===== config.mk =====
export PLATFORM = sky130hd
export DESIGN_NAME = vect_exec_flat
export DESIGN_NICKNAME = d
export VERILOG_FILES = /design/src/rtl/vect_exec_if.sv /design/src/rtl/vect_exec.sv /design/src/flat_wrapper.sv
export SDC_FILE = /design/constraint.sdc
export NUM_CORES = 1
export LEC_CHECK = 0
export ABC_AREA = 1
export BUFFER_PORTS_ARGS = -buffer_cell sky130_fd_sc_hd__buf_4
export CAP_MARGIN = 10
export CORE_UTILIZATION = 50
export DETAILED_ROUTE_END_ITERATION = 8
export GPL_TIMING_DRIVEN = 1
export PLACE_DENSITY = 0.72
export SLEW_MARGIN = 20
export SYNTH_ARGS = -nofsm -noshare
export SYNTH_HDL_FRONTEND = slang
export SYNTH_SLANG_ARGS = --single-unit

===== constraint.sdc =====
create_clock -name clk -period 4.32 [get_ports clk]
set_input_delay 1.296 -clock clk [delete_from_list [all_inputs] [get_ports clk]]
set_output_delay 1.296 -clock clk [all_outputs]
set_load 0.03 [all_outputs]

===== src/rtl/vect_exec_if.sv =====
// Upstream pipeline-register to vector execute stage bus: operands in, stall/result back.
interface vect_exec_if #(
    parameter int unsigned registerSize = 8,
    parameter int unsigned vectorSize   = 4,
    parameter int unsigned WIDTH        = 8
);
    logic                                       valid_in;
    logic [WIDTH-1:0]                           ctrl;
    logic [vectorSize-1:0][registerSize-1:0]    vect1;
    logic [vectorSize-1:0][registerSize-1:0]    vect2;
    logic                                       stall;
    logic                                       valid_out;
    logic [vectorSize-1:0][registerSize-1:0]    result;

    modport master (
        output valid_in, ctrl, vect1, vect2,
        input  stall, valid_out, result
    );

    modport slave (
        input  valid_in, ctrl, vect1, vect2,
        output stall, valid_out, result
    );
endinterface


===== src/rtl/vect_exec.sv =====
// Vector execute stage: single-cycle lane-wise ALU ops, lane-sequential multiply
// with upstream back-pressure, registered result plus one-cycle valid strobe.
module vect_exec #(
    parameter int unsigned registerSize = 8,
    parameter int unsigned vectorSize   = 4,
    parameter int unsigned WIDTH        = 8
) (
    input  logic        clk,
    input  logic        reset,
    vect_exec_if.slave  bus
);
    localparam int unsigned KW = (vectorSize > 1) ? $clog2(vectorSize) : 1;
    localparam logic [KW-1:0] KMAX = KW'(vectorSize - 1);
    localparam logic [2:0] OP_MUL = 3'd5;

    typedef logic [vectorSize-1:0][registerSize-1:0] vec_t;
    typedef enum logic {S_IDLE, S_MUL} state_t;

    state_t          state;
    logic [KW-1:0]   k;
    vec_t            opa, opb, acc, result_q;
    logic            valid_q;
    vec_t            alu_vec, mul_acc;
    logic [2:0]      op;

    assign op = bus.ctrl[2:0];

    // Upper control bits belong to other pipeline stages.
    logic ctrl_unused;
    assign ctrl_unused = ^bus.ctrl;

    function automatic logic [registerSize-1:0] lane_op(
        input logic [2:0]              f,
        input logic [registerSize-1:0] a,
        input logic [registerSize-1:0] b
    );
        case (f)
            3'd0:    return a + b;
            3'd1:    return a - b;
            3'd2:    return a & b;
            3'd3:    return a | b;
            3'd4:    return a ^ b;
            3'd5:    return a * b;
            3'd6:    return (32'(b) >= registerSize) ? '0 : (a << b);
            default: return a;
        endcase
    endfunction

    always_comb begin
        alu_vec = '0;
        for (int i = 0; i < int'(vectorSize); i++)
            alu_vec[i] = lane_op(op, bus.vect1[i], bus.vect2[i]);
    end

    // Accumulator with the current lane's product merged in.
    always_comb begin
        mul_acc    = acc;
        mul_acc[k] = lane_op(OP_MUL, opa[k], opb[k]);
    end

    assign bus.stall = !reset &&
                       (((state == S_IDLE) && bus.valid_in && (op == OP_MUL)) ||
                        ((state == S_MUL) && (k != KMAX)));
    assign bus.valid_out = valid_q;
    assign bus.result    = result_q;

    always_ff @(posedge clk) begin
        if (reset) begin
            state    <= S_IDLE;
            k        <= '0;
            opa      <= '0;
            opb      <= '0;
            acc      <= '0;
            result_q <= '0;
            valid_q  <= 1'b0;
        end else begin
            valid_q <= 1'b0;
            case (state)
                S_IDLE: begin
                    if (bus.valid_in) begin
                        if (op == OP_MUL) begin
                            opa   <= bus.vect1;
                            opb   <= bus.vect2;
                            k     <= '0;
                            state <= S_MUL;
                        end else begin
                            result_q <= alu_vec;
                            valid_q  <= 1'b1;
                        end
                    end
                end
                S_MUL: begin
                    acc <= mul_acc;
                    if (k == KMAX) begin
                        result_q <= mul_acc;
                        valid_q  <= 1'b1;
                        k        <= '0;
                        state    <= S_IDLE;
                    end else begin
                        k <= k + KW'(1);
                    end
                end
                default: state <= S_IDLE;
            endcase
        end
    end
endmodule

===== src/flat_wrapper.sv =====
// flat-port wrapper written by rule: the top's interface ports become plain ports
module vect_exec_flat 
#(
    parameter int unsigned registerSize = 8,
    parameter int unsigned vectorSize   = 4,
    parameter int unsigned WIDTH        = 8
)
  (clk, reset, bus_valid_in, bus_ctrl, bus_vect1, bus_vect2, bus_stall, bus_valid_out, bus_result);
  vect_exec_if #(.registerSize(registerSize), .vectorSize(vectorSize), .WIDTH(WIDTH)) bus_i ();
  input  logic clk;
  input  logic reset;
  input wire logic [$bits(bus_i.valid_in)-1:0] bus_valid_in;
  input wire logic [$bits(bus_i.ctrl)-1:0] bus_ctrl;
  input wire logic [$bits(bus_i.vect1)-1:0] bus_vect1;
  input wire logic [$bits(bus_i.vect2)-1:0] bus_vect2;
  output wire logic [$bits(bus_i.stall)-1:0] bus_stall;
  output wire logic [$bits(bus_i.valid_out)-1:0] bus_valid_out;
  output wire logic [$bits(bus_i.result)-1:0] bus_result;
  assign bus_i.valid_in = bus_valid_in;
  assign bus_i.ctrl = bus_ctrl;
  assign bus_i.vect1 = bus_vect1;
  assign bus_i.vect2 = bus_vect2;
  assign bus_stall = bus_i.stall;
  assign bus_valid_out = bus_i.valid_out;
  assign bus_result = bus_i.result;
  vect_exec #(.registerSize(registerSize), .vectorSize(vectorSize), .WIDTH(WIDTH)) u_core (.clk(clk), .reset(reset), .bus(bus_i));
endmodule

Word-level counts from Yosys, hierarchy flattened
Cells that the tools add are included.
{"block": "word_totals", "reg_bits": 132, "in_bits": 75, "output_inout_bits": 34, "word_cells": 106}
{"block": "classes", "add_sub_neg": 9, "mul": 1, "order_cmp": 6, "n_eq_ne": 12, "shift": 4, "mux": 31, "bitwise": 13, "reduce_logical": 11}
{"cell": "one-hot mux 8 bit (6 select lines)", "n": 4}
{"cell": "2-to-1 mux 32 bit", "n": 3}
{"cell": "one-hot mux 32 bit (2 select lines)", "n": 1}
{"cell": "2-to-1 mux 8 bit", "n": 7}
{"cell": "adder 8 bit", "n": 4}
{"cell": "bitwise AND 8 bit", "n": 4}
{"cell": "binary-select mux 8 bit (select 2 bit)", "n": 2}
{"cell": "bitwise mux 32 bit", "n": 1}
{"cell": "greater-or-equal comparator 8 x 4 -> 1 bit (second input constant)", "n": 4}
{"cell": "OR 8 bit", "n": 4}
{"cell": "<< shifter 8 x 8 -> 8 bit", "n": 4}
{"cell": "subtractor 8 bit", "n": 4}
{"cell": "bitwise XOR 8 bit", "n": 4}
{"cell": "demux 8 bit (select 2 bit)", "n": 1}
{"cell": "!= test 2 bit (second input constant)", "n": 5}
{"cell": "== test 3 bit (second input constant)", "n": 3}
{"cell": "multiplier 8 x 8 -> 8 bit", "n": 1}
{"cell": "== test 3 x 2 -> 1 bit (second input constant)", "n": 2}
{"cell": "2-to-1 mux 1 bit", "n": 6}
{"cell": "2-to-1 mux 2 bit", "n": 3}
{"cell": "AND reduction 3 bit", "n": 2}
{"cell": "logical AND 1 bit", "n": 5}
{"cell": "one-hot mux 1 bit (2 select lines)", "n": 2}
{"cell": "one-hot mux 2 bit (2 select lines)", "n": 1}
{"cell": "other kinds (10)", "n": 10}

Longest topological paths before layout
Gate-level depths: netlist of run 1.
{"block": "depth", "ltp_word": 7, "depth_mapped": 33, "depth_no_buf": 31}

Worst setup path after synthesis of run 1
Ideal clock, no wire load.
{"block": "synth_path", "kind": "flip-flop to flip-flop", "from": "register u_core.k[0]", "to": "register u_core.result_q, in the netlist u_core.bus.result[7]", "setup_ns": 0.109, "arrival_time_ns": 4.332, "required_ns": 4.211, "slack_ns": -0.121, "stages_incl_launch_ff": 32, "n_path_buf": 2, "period_less_slack_ns": 4.441, "cell_sequence": "dfxtp_1 buf_6 inv_8 buf_8 nand2_1 nand3_1 nand2_1 nand2_1 fa_1 fa_1 inv_1 fa_1 inv_1 fa_1 inv_1 ha_1 nand2_1 nand2_1 nor2_1 inv_1 nand2_1 nand2_1 nand2_2 nand2_2 xnor2_1 nand2_1 nand2_2 nand2_1 nand2_1 nand3_1 nand2_1 inv_1"}
{"block": "synth_via", "elab_chain_len": 7, "elab_cells_between_ends": 16, "cone_classes": "1 x mul; 2 x order compare; 2 x eq/ne; 9 x mux; 2 x reduce/logical"}
{"element": "start: declaration", "line_no": "vect_exec.sv:20", "text": "logic [KW-1:0] k;"}
{"element": "start signal: assignment", "line_no": "vect_exec.sv:100", "text": "k <= k + KW'(1);"}
{"element": "branches (longest 7 deep; another with multiplier 8 x 8 -> 8 bit)"}
{"element": "end signal: assignment", "line_no": "vect_exec.sv:87", "text": "result_q <= alu_vec;"}
{"element": "end signal: assignment", "line_no": "vect_exec.sv:95", "text": "result_q <= mul_acc;"}
{"element": "end: declaration", "line_no": "vect_exec.sv:21", "text": "vec_t opa, opb, acc, result_q;"}
Several ways; the timed one is not identified. The select of a mux whose other input is x is not followed.
A chain may end at the register's enable or synchronous reset.

Worst setup path after layout of run 1
{"block": "layout_path", "from": "register u_core.k[0]", "to": "register u_core.result_q, in the netlist u_core.bus.result[15]"}
The elaborated chain is that of the path after synthesis.

==> metrics.md, run 1 <==
| Metric | Value |
|---|---|
| Status | `finished with violations` |
| Failing checks | `negative setup slack` |
| Largest net degree at the start of global routing | `76` |
| Avg Vias per Cell | `5.73` |
| WS Path Type | `reg2reg` |
| Comb power frac | `0.271` |
| Initial antenna violation count | `1` |
| Final Cell Area | `13500 um2` |
| Clock Sinks | `128` |
| Count leader, synth | `nand2_1` |
| DR pass1 iterations | `8` |
| Clk_skew | `0.00705 ns` |
| Largest stage delay on the critical path | `0.54 ns` |
| Final ANT Viol Nets | `0` |
| Reg2Reg Depth | `30` |
| Nets@finish | `2021` |
| Worst Hold Class | `reg2reg` |
| RR Startpoint | `u_core.k[0]$_SDFFE_PP0P_` |
| Fraction of registers with async set or reset after synthesis | `0` |
| Placed Instances | `2059` |
| Pleak | `about 6.4 nW` |
| EDFF count, synth | `0` |
| Max Cap Viol | `0` |
| Max-slew violation count | `0` |
| Fin crit period | `approximately 4.6 ns` |
| Site Rows | `54` |
| Die area | `22800 um2` |
| Internal power | `2.61 mW` |
| Sw Ratio | `0.327` |
| FILL cells | `2033` |
| NetSw | `1.27 mW` |
| # setup viols final | `7` |
| Total gr overflow | `0` |
| CP Max Fanout | `6` |
| Syn Std Cell Area | `11100 um2` |
| Final hold vios | `0` |
| Clock power share | `0.403` |
| Number of global-route vias before repair | `approximately 11000` |
| Dominant cells by area after synthesis | `dfxtp_1 23%, ha_1 13%, nand2_1 11%` |
| DP HPWL | `28500 um` |
| Sequential-to-total area share from yosys stat | `0.231` |
| Worst Tran Pin Value | `0.895 ns` |
| Port-buffer cells | `103` |
| Commonest cells post-synth | `332 x nand2_1, 203 x inv_1, 198 x o21ai_0, 177 x a21oi_1, 130 x nor2_1` |
| Syn_nets | `1886` |
| CTS H-tree depth | `4` |
| DRC | `0` |
| Die width | `151 um` |
| Hold_sp | `u_core.acc[20]$_SDFFE_PP0P_` |
| Total CTS buffers | `17` |
| IO Count | `roughly 110` |
| Final Power | `a little under 4 mW` |
| Synth Area per Inst | `6.60 um2` |
| Root Driver | `clkbuf_16` |
| Antenna cell count | `0` |
| Setup crit start kind | `register` |
| Arrival @ worst endpoint | `4.97 ns` |
| Core Box Area | `21800 um2` |
| Hold Buf Count CTS | `0` |
| FMAX | `215 MHz` |
| Period utilization | `1.08` |
| Area of the multi-input gates | `around 7500 um2` |
| Power density over cell area | `~290 nW/um2` |
| GP Congestion | `about 0.96` |
| Setup WS post-layout | `-0.326 ns` |
| Worst setup EP type | `register` |
| Clk pin slew, worst setup/hold paths | `about 0.060 ns` |
| Vias | `12079` |
| Clock Tree Buf Depth | `2` |
| RR Endpoint | `u_core.bus.result[15]$_SDFFE_PP0P_` |
| RSZ-0062 raised after global routing | `yes` |
| Fin cells | `2107` |
| Total Wirelength | `38200 um` |
| Share of the synthesized area in the top cell type | `0.231` |
| Slew headroom | `0.402` |
| Top FF cell, synth | `dfxtp_1` |
| Area delta synth->final | `22.1%` |
| Yosys cell types | `47` |
| Hold Path Sink | `u_core.acc[20]$_SDFFE_PP0P_` |
| CTS tree | `yes` |
| Die H | `between 150 and 200 um` |
| Layout cell share with drive strength beyond 1 | `0.180` |
| Overall routing resource usage | `0.337` |
| Wirelength per Cell | `between 15 and 20 um` |
| Area leader, netlist | `dfxtp_1` |
| DR iter-0 viols | `1016` |
| Yosys warns | `0` |
| Sequential Power Share | `0.327` |
| #FFs+latches synth | `between 100 and 150` |
| Initial Util | `0.509` |
| Setup_tns | `-1.85 ns` |
| Storage cell area | `~2600 um2` |
| Hold Path Cell Cnt | `2` |
| Worst skew pair latency | `~0.43 ns` |
| Most frequent CP cell | `nand2_2` |
| Mapped Cells | `1679` |
| First-pass GRT wire length | `between 50000 and 60000 um` |
| VDD IR max | `between 0.2 and 0.25 mV` |
| Slowest CP cell | `fa_1` |
| Critical Path RT | `4.64 ns` |
| Final core utilization | `0.622` |
| Reg2Reg Setup Slack | `-0.33 ns` |
| Placed inst area | `between 10000 and 15000 um2` |
==> how the worst max path moves through the flow <==
| stage | depth (start not counted) | startpoint | slack [ns] | to |
|---|---|---|---|---|
| floorplan | 30 | u_core.k[0]$_SDFFE_PP0P_ | 0.04 | u_core.bus.result[7]$_SDFFE_PP0P_ |
| global placement | 30 | u_core.k[0]$_SDFFE_PP0P_ | -0.38 | u_core.bus.result[7]$_SDFFE_PP0P_ |
| detailed placement | 28 | u_core.k[0]$_SDFFE_PP0P_ | -0.42 | u_core.bus.result[7]$_SDFFE_PP0P_ |
| CTS | 30 | u_core.k[0]$_SDFFE_PP0P_ | -0.27 | u_core.bus.result[15]$_SDFFE_PP0P_ |
| global route | 30 | u_core.k[0]$_SDFFE_PP0P_ | -0.51 | u_core.bus.result[15]$_SDFFE_PP0P_ |
| finish | 30 | u_core.k[0]$_SDFFE_PP0P_ | -0.33 | u_core.bus.result[15]$_SDFFE_PP0P_ |
==> power groups by stage <==
stage	Clock, mW	Combinational (mW)	Sequential (mW)
finish	1.56	1.05	1.27
global route	1.62	1.15	1.27
CTS	1.58	1.03	1.27
detailed placement	0	1.00	1.29
global placement	0	0.985	1.29
floorplan	0	0.562	1.34
==> state kept, by name, indices dropped and copies added (netlist names) <==
| register | flops |
|---|---|
| u_core.state | 1 |
| u_core.acc | 28 |
| u_core.bus.result | 32 |
| u_core.opb | 32 |
| u_core.opa | 32 |
| u_core.bus.valid_out | 1 |
| u_core.k | 2 |
==> worst max-delay path: cells and delay by family, from the launching register on <==
family / cells / cell delay [ns]
xor gates and xnor gates: 1 / 0.15
DFF: 1 / 0.40
adders and majority gates: 5 / 2.16
and+or+nand+nor: 17 / 1.33
buffers and inverters: 7 / 0.50
==> per-layer routing <==
| layer | global-route usage | vias to the layer above | share of wire |
|---|---|---|---|
| li1 | - | 5872 | - |
| met1 | 0.439 | 5656 | 0.43 |
| met2 | 0.547 | 471 | 0.46 |
| met3 | 0.0560 | 78 | 0.066 |
| met4 | 0.150 | 2 | 0.041 |
| met5 | 0 | - | 0.00042 |
==> cell type report <==
| cell class | count | area share |
|---|---|---|
| Clock inverter | 14 | 0.0150 |
| Sequential cell | 128 | 0.190 |
| Timing Repair inverter | 1 | 0.000833 |
| Multi-Input combinational cell | 1249 | 0.557 |
| Clock buffer | 18 | 0.0325 |
| Timing Repair Buffer | 201 | 0.119 |
| Inverter | 216 | 0.0609 |
| Tap cell | 280 | 0.0259 |
==> per-stage QoR <==
stage | hold slack (ns) | setup slack (ns)
after floorplan | 0.442 | 0.0431
after global placement | 0.449 | -0.383
after detailed placement | 0.454 | -0.416
after CTS | 0.463 | -0.268
after global routing | 0.478 | -0.506
final | 0.461 | -0.326
==> logic make-up after synthesis <==
family,Yosys count,share of synthesized area
multiplexers,1,0.000903
XOR/XNOR,41,0.0324
AND/OR/NAND/NOR,592,0.221
buffers and inverters,302,0.111
AO/OA/AOI/OAI,483,0.243
adder cells (fa/ha/maj),132,0.160
flip-flops,128,0.231
==> cell usage in the layout (no fill, tap or decap), types with 6 or more instances in the layout <==
| cell type | instances |
|---|---|
| o31ai_1 | 7 |
| nand2_2 | 27 |
| o211ai_1 | 22 |
| o221ai_1 | 7 |
| o21ai_1 | 6 |
| a221oi_1 | 15 |
| nand3_1 | 74 |
| nand3_2 | 12 |
| ha_1 | 113 |
| clkbuf_16 | 17 |
| buf_4 | 192 |
| nand2_1 | 311 |
| a31oi_1 | 25 |
| xor2_1 | 31 |
| xnor2_1 | 9 |
| o2111ai_1 | 9 |
| inv_1 | 192 |
| nor2_1 | 125 |
| dfxtp_1 | 126 |
| nor3_1 | 8 |
| nand4_1 | 9 |
| inv_2 | 16 |
| o21ai_0 | 191 |
| fa_1 | 14 |
| a211oi_1 | 6 |
| a21oi_1 | 176 |
==> repair_timing <==
action                                  CTS  global route
gates cloned                              2             0
pin swaps                                31            24
setup buffers                            11             3
resized for setup                        42            37
endpoints found under the setup margin    7            19
No activity file was read; power rests on OpenSTA's default activity.
==> inputs of run 2 (changes only) <==
--- a/config.mk
+++ b/config.mk
@@ -10,2 +10,3 @@
 export CAP_MARGIN = 10
+export CORE_ASPECT_RATIO = 1.25
 export CORE_UTILIZATION = 50
--- a/constraint.sdc
+++ b/constraint.sdc
@@ -3,2 +3,2 @@
 set_output_delay 1.296 -clock clk [all_outputs]
-set_load 0.03 [all_outputs]
+set_load 0.05 [all_outputs]
==> run 2 against run 1 <==
  * The flow still finishes with violations (negative setup slack)
  * Clock power shrank 3%
  * Via count is 0.26% lower
  * Fmax is 1.1% higher
  * Design area rose by 1.7%
  * Wire length down 1.1%
  * Critical path depth decreased by 1
  * First-iteration DRC count fell by 8.3%
  * Worst setup slack improved by 0.052 ns
  * Total power increased by 0.42%
  * Count of clock-buffer cells in the layout up 3
  * Non-clock buffer count increased by 15
  * Hold slack about the same
  * Critical endpoint is now u_core.bus.result[31]$_SDFFE_PP0P_
  * Largest cell class unchanged
==> metrics.md, run 2 (synthesis gave the netlist of run 1 again) <==
| Metric | Value |
|---|---|
| Status | `finished with violations` |
| Failing checks | `negative setup slack` |
| Worst Hold Class | `reg2reg` |
| Site Rows | `60` |
| Most frequent cells in the layout | `294 x nand2_1, 201 x buf_4, 194 x o21ai_0, 191 x inv_1, 174 x a21oi_1` |
| Largest net degree at the start of global routing | `129` |
| DR iter-0 viols | `932` |
| Clock Sinks | `128` |
| Area of the multi-input gates | `~7700 um2` |
| Internal power | `2.58 mW` |
| Number of global-route vias before repair | `11514` |
| Worst setup EP type | `register` |
| Pleak | `6.54 nW` |
| CTS tree | `yes` |
| RSZ-0062 raised after global routing | `yes` |
| Layout cell share with drive strength beyond 1 | `0.199` |
| IO Count | `109` |
| Total Wirelength | `about 38000 um` |
| Setup WS post-layout | `-0.274 ns` |
| GP Congestion | `a little under 1` |
| Comb power frac | `0.287` |
| Wirelength per Cell | `approximately 18 um` |
| Total gr overflow | `0` |
| Root Driver | `clkbuf_16` |
| DRC | `0` |
| Period utilization | `1.06` |
| Power density over cell area | `284 nW/um2` |
| Nets@finish | `2035` |
| DP HPWL | `around 28000 um` |
| Final ANT Viol Nets | `0` |
| CTS H-tree depth | `4` |
| Top layer in use | `met4` |
| Arrival @ worst endpoint | `~4.9 ns` |
| Largest stage delay on the critical path | `0.50 ns` |
| Pre-CTS setup slack | `-0.441 ns` |
| Max-slew violation count | `0` |
| Fin crit period | `4.59 ns` |
| Total CTS buffers | `17` |
| CP Max Fanout | `7` |
| Worst Tran Pin Value | `approximately 0.9 ns` |
| Met2 WL | `18100 um` |
| Antenna cell count | `0` |
| Worst skew pair latency | `0.44 ns` |
| Avg Vias per Cell | `around 5.7` |
| Vias | `12047` |
| Setup crit start kind | `register` |
| FILL cells | `1992` |
| Die H | `between 150 and 200 um` |
| DR pass1 iterations | `5` |
| NetSw | `1.32 mW` |
| Routed met3 length | `2750 um` |
| Commonest non-fill, non-tap cell in the layout | `nand2_1` |
| Hold Buf Count CTS | `0` |
| Overall routing resource usage | `0.338` |
| Final core utilization | `0.636` |
| Clock Tree Buf Depth | `2` |
| Die area | `approximately 23000 um2` |
| Max Cap Viol | `0` |
| Met1 Routed Length | `15400 um` |
| Final hold vios | `0` |
| Die width | `~140 um` |
| Sequential Power Share | `0.325` |
| Sw Ratio | `0.339` |
| Core Box Area | `between 20000 and 25000 um2` |
| Clock power share | `0.388` |
| Slowest CP cell | `fa_1` |
| VDD IR max | `about 0.26 mV` |
| FMAX | `218 MHz` |
| Critical Path RT | `4.64 ns` |
| Initial antenna violation count | `0` |
| Final Power | `~4 mW` |
| WS Path Type | `reg2reg` |
| Slew headroom | `0.404` |
| First-pass GRT wire length | `59400 um` |
| Clk_skew | `0.00825 ns` |
| # setup viols final | `7` |
| Initial Util | `0.512` |
| Clk pin slew, worst setup/hold paths | `0.06 ns` |
| Port-buffer cells | `103` |
| Storage cell area | `2570 um2` |
| Area delta synth->final | `24.1%` |
-- run 2: cell count changes in the layout (fill, tap and decap cells not counted), moves of 3 or more --
cell / change
buf_12: -3
buf_4: +9
buf_6: +10
nand2_1: -17
nand2_2: +6
nand2_4: +11
nand3_1: -5
nand3_2: +3
o21ai_0: +3
-- run 2: worst paths after layout --
path | cells after the start | slack [ns] | end | from
worst max register to register | 29 | -0.27 | u_core.bus.result[31]$_SDFFE_PP0P_ | u_core.k[0]$_SDFFE_PP0P_
worst min-delay path | 2 | 0.46 | u_core.acc[18]$_SDFFE_PP0P_ | u_core.acc[18]$_SDFFE_PP0P_
worst min register to register | 2 | 0.46 | u_core.acc[18]$_SDFFE_PP0P_ | u_core.acc[18]$_SDFFE_PP0P_
worst max-delay path | 29 | -0.27 | u_core.bus.result[31]$_SDFFE_PP0P_ | u_core.k[0]$_SDFFE_PP0P_
-- run 2: repair_timing --
item / 4_1_cts / 5_1_grt
resized for setup: 73 / 57
setup buffers: 36 / 1
endpoints found under the setup margin: 14 / 20
pin swaps: 29 / 23
-- run 2: layout make-up --
class / instances / area share
clock buffers: 21 / 0.0335
clock inverters: 11 / 0.0112
inverters: 216 / 0.0597
multi-input cells: 1249 / 0.560
flip-flops and latches: 128 / 0.187
well taps: 279 / 0.0254
repair buffers: 216 / 0.123
-- run 2: per-stage QoR --
step	cell area, um2	hold slack (ns)	std cells	setup TNS (ns)
floorplan	11100	0.442	1679	0
global placement	12400	0.448	2053	-3.15
detailed placement	12400	0.452	2053	-4.11
CTS	13500	0.462	2120	-1.30
global route	13800	0.480	2120	-3.26
finish	13800	0.461	2120	-1.64
-- run 2: worst max-delay path: cells and delay by family, from the launching register on --
kind                       cells  cell delay (ns)
AOI/OAI and AO/OA              1             0.18
and+or+nand+nor               14             1.03
adders and majority gates      5             2.11
buffers and inverters          8             0.56
xor gates and xnor gates       1             0.12
DFF                            1             0.45
-- run 2: metal layers --
| layer | GRT usage | vias up |
|---|---|---|
| li1 | - | 5908 |
| met1 | 0.417 | 5595 |
| met2 | 0.569 | 453 |
| met3 | 0.0593 | 91 |
| met4 | 0.149 | 0 |
| met5 | 0 | - |
-- run 2: power by group through the flow --
stage,logic (mW),clock network (mW),registers (mW)
after floorplan,0.562,0,1.38
after global placement,1.03,0,1.29
after detailed placement,1.05,0,1.29
after CTS,1.09,1.51,1.27
after global routing,1.22,1.57,1.27
final,1.12,1.51,1.27
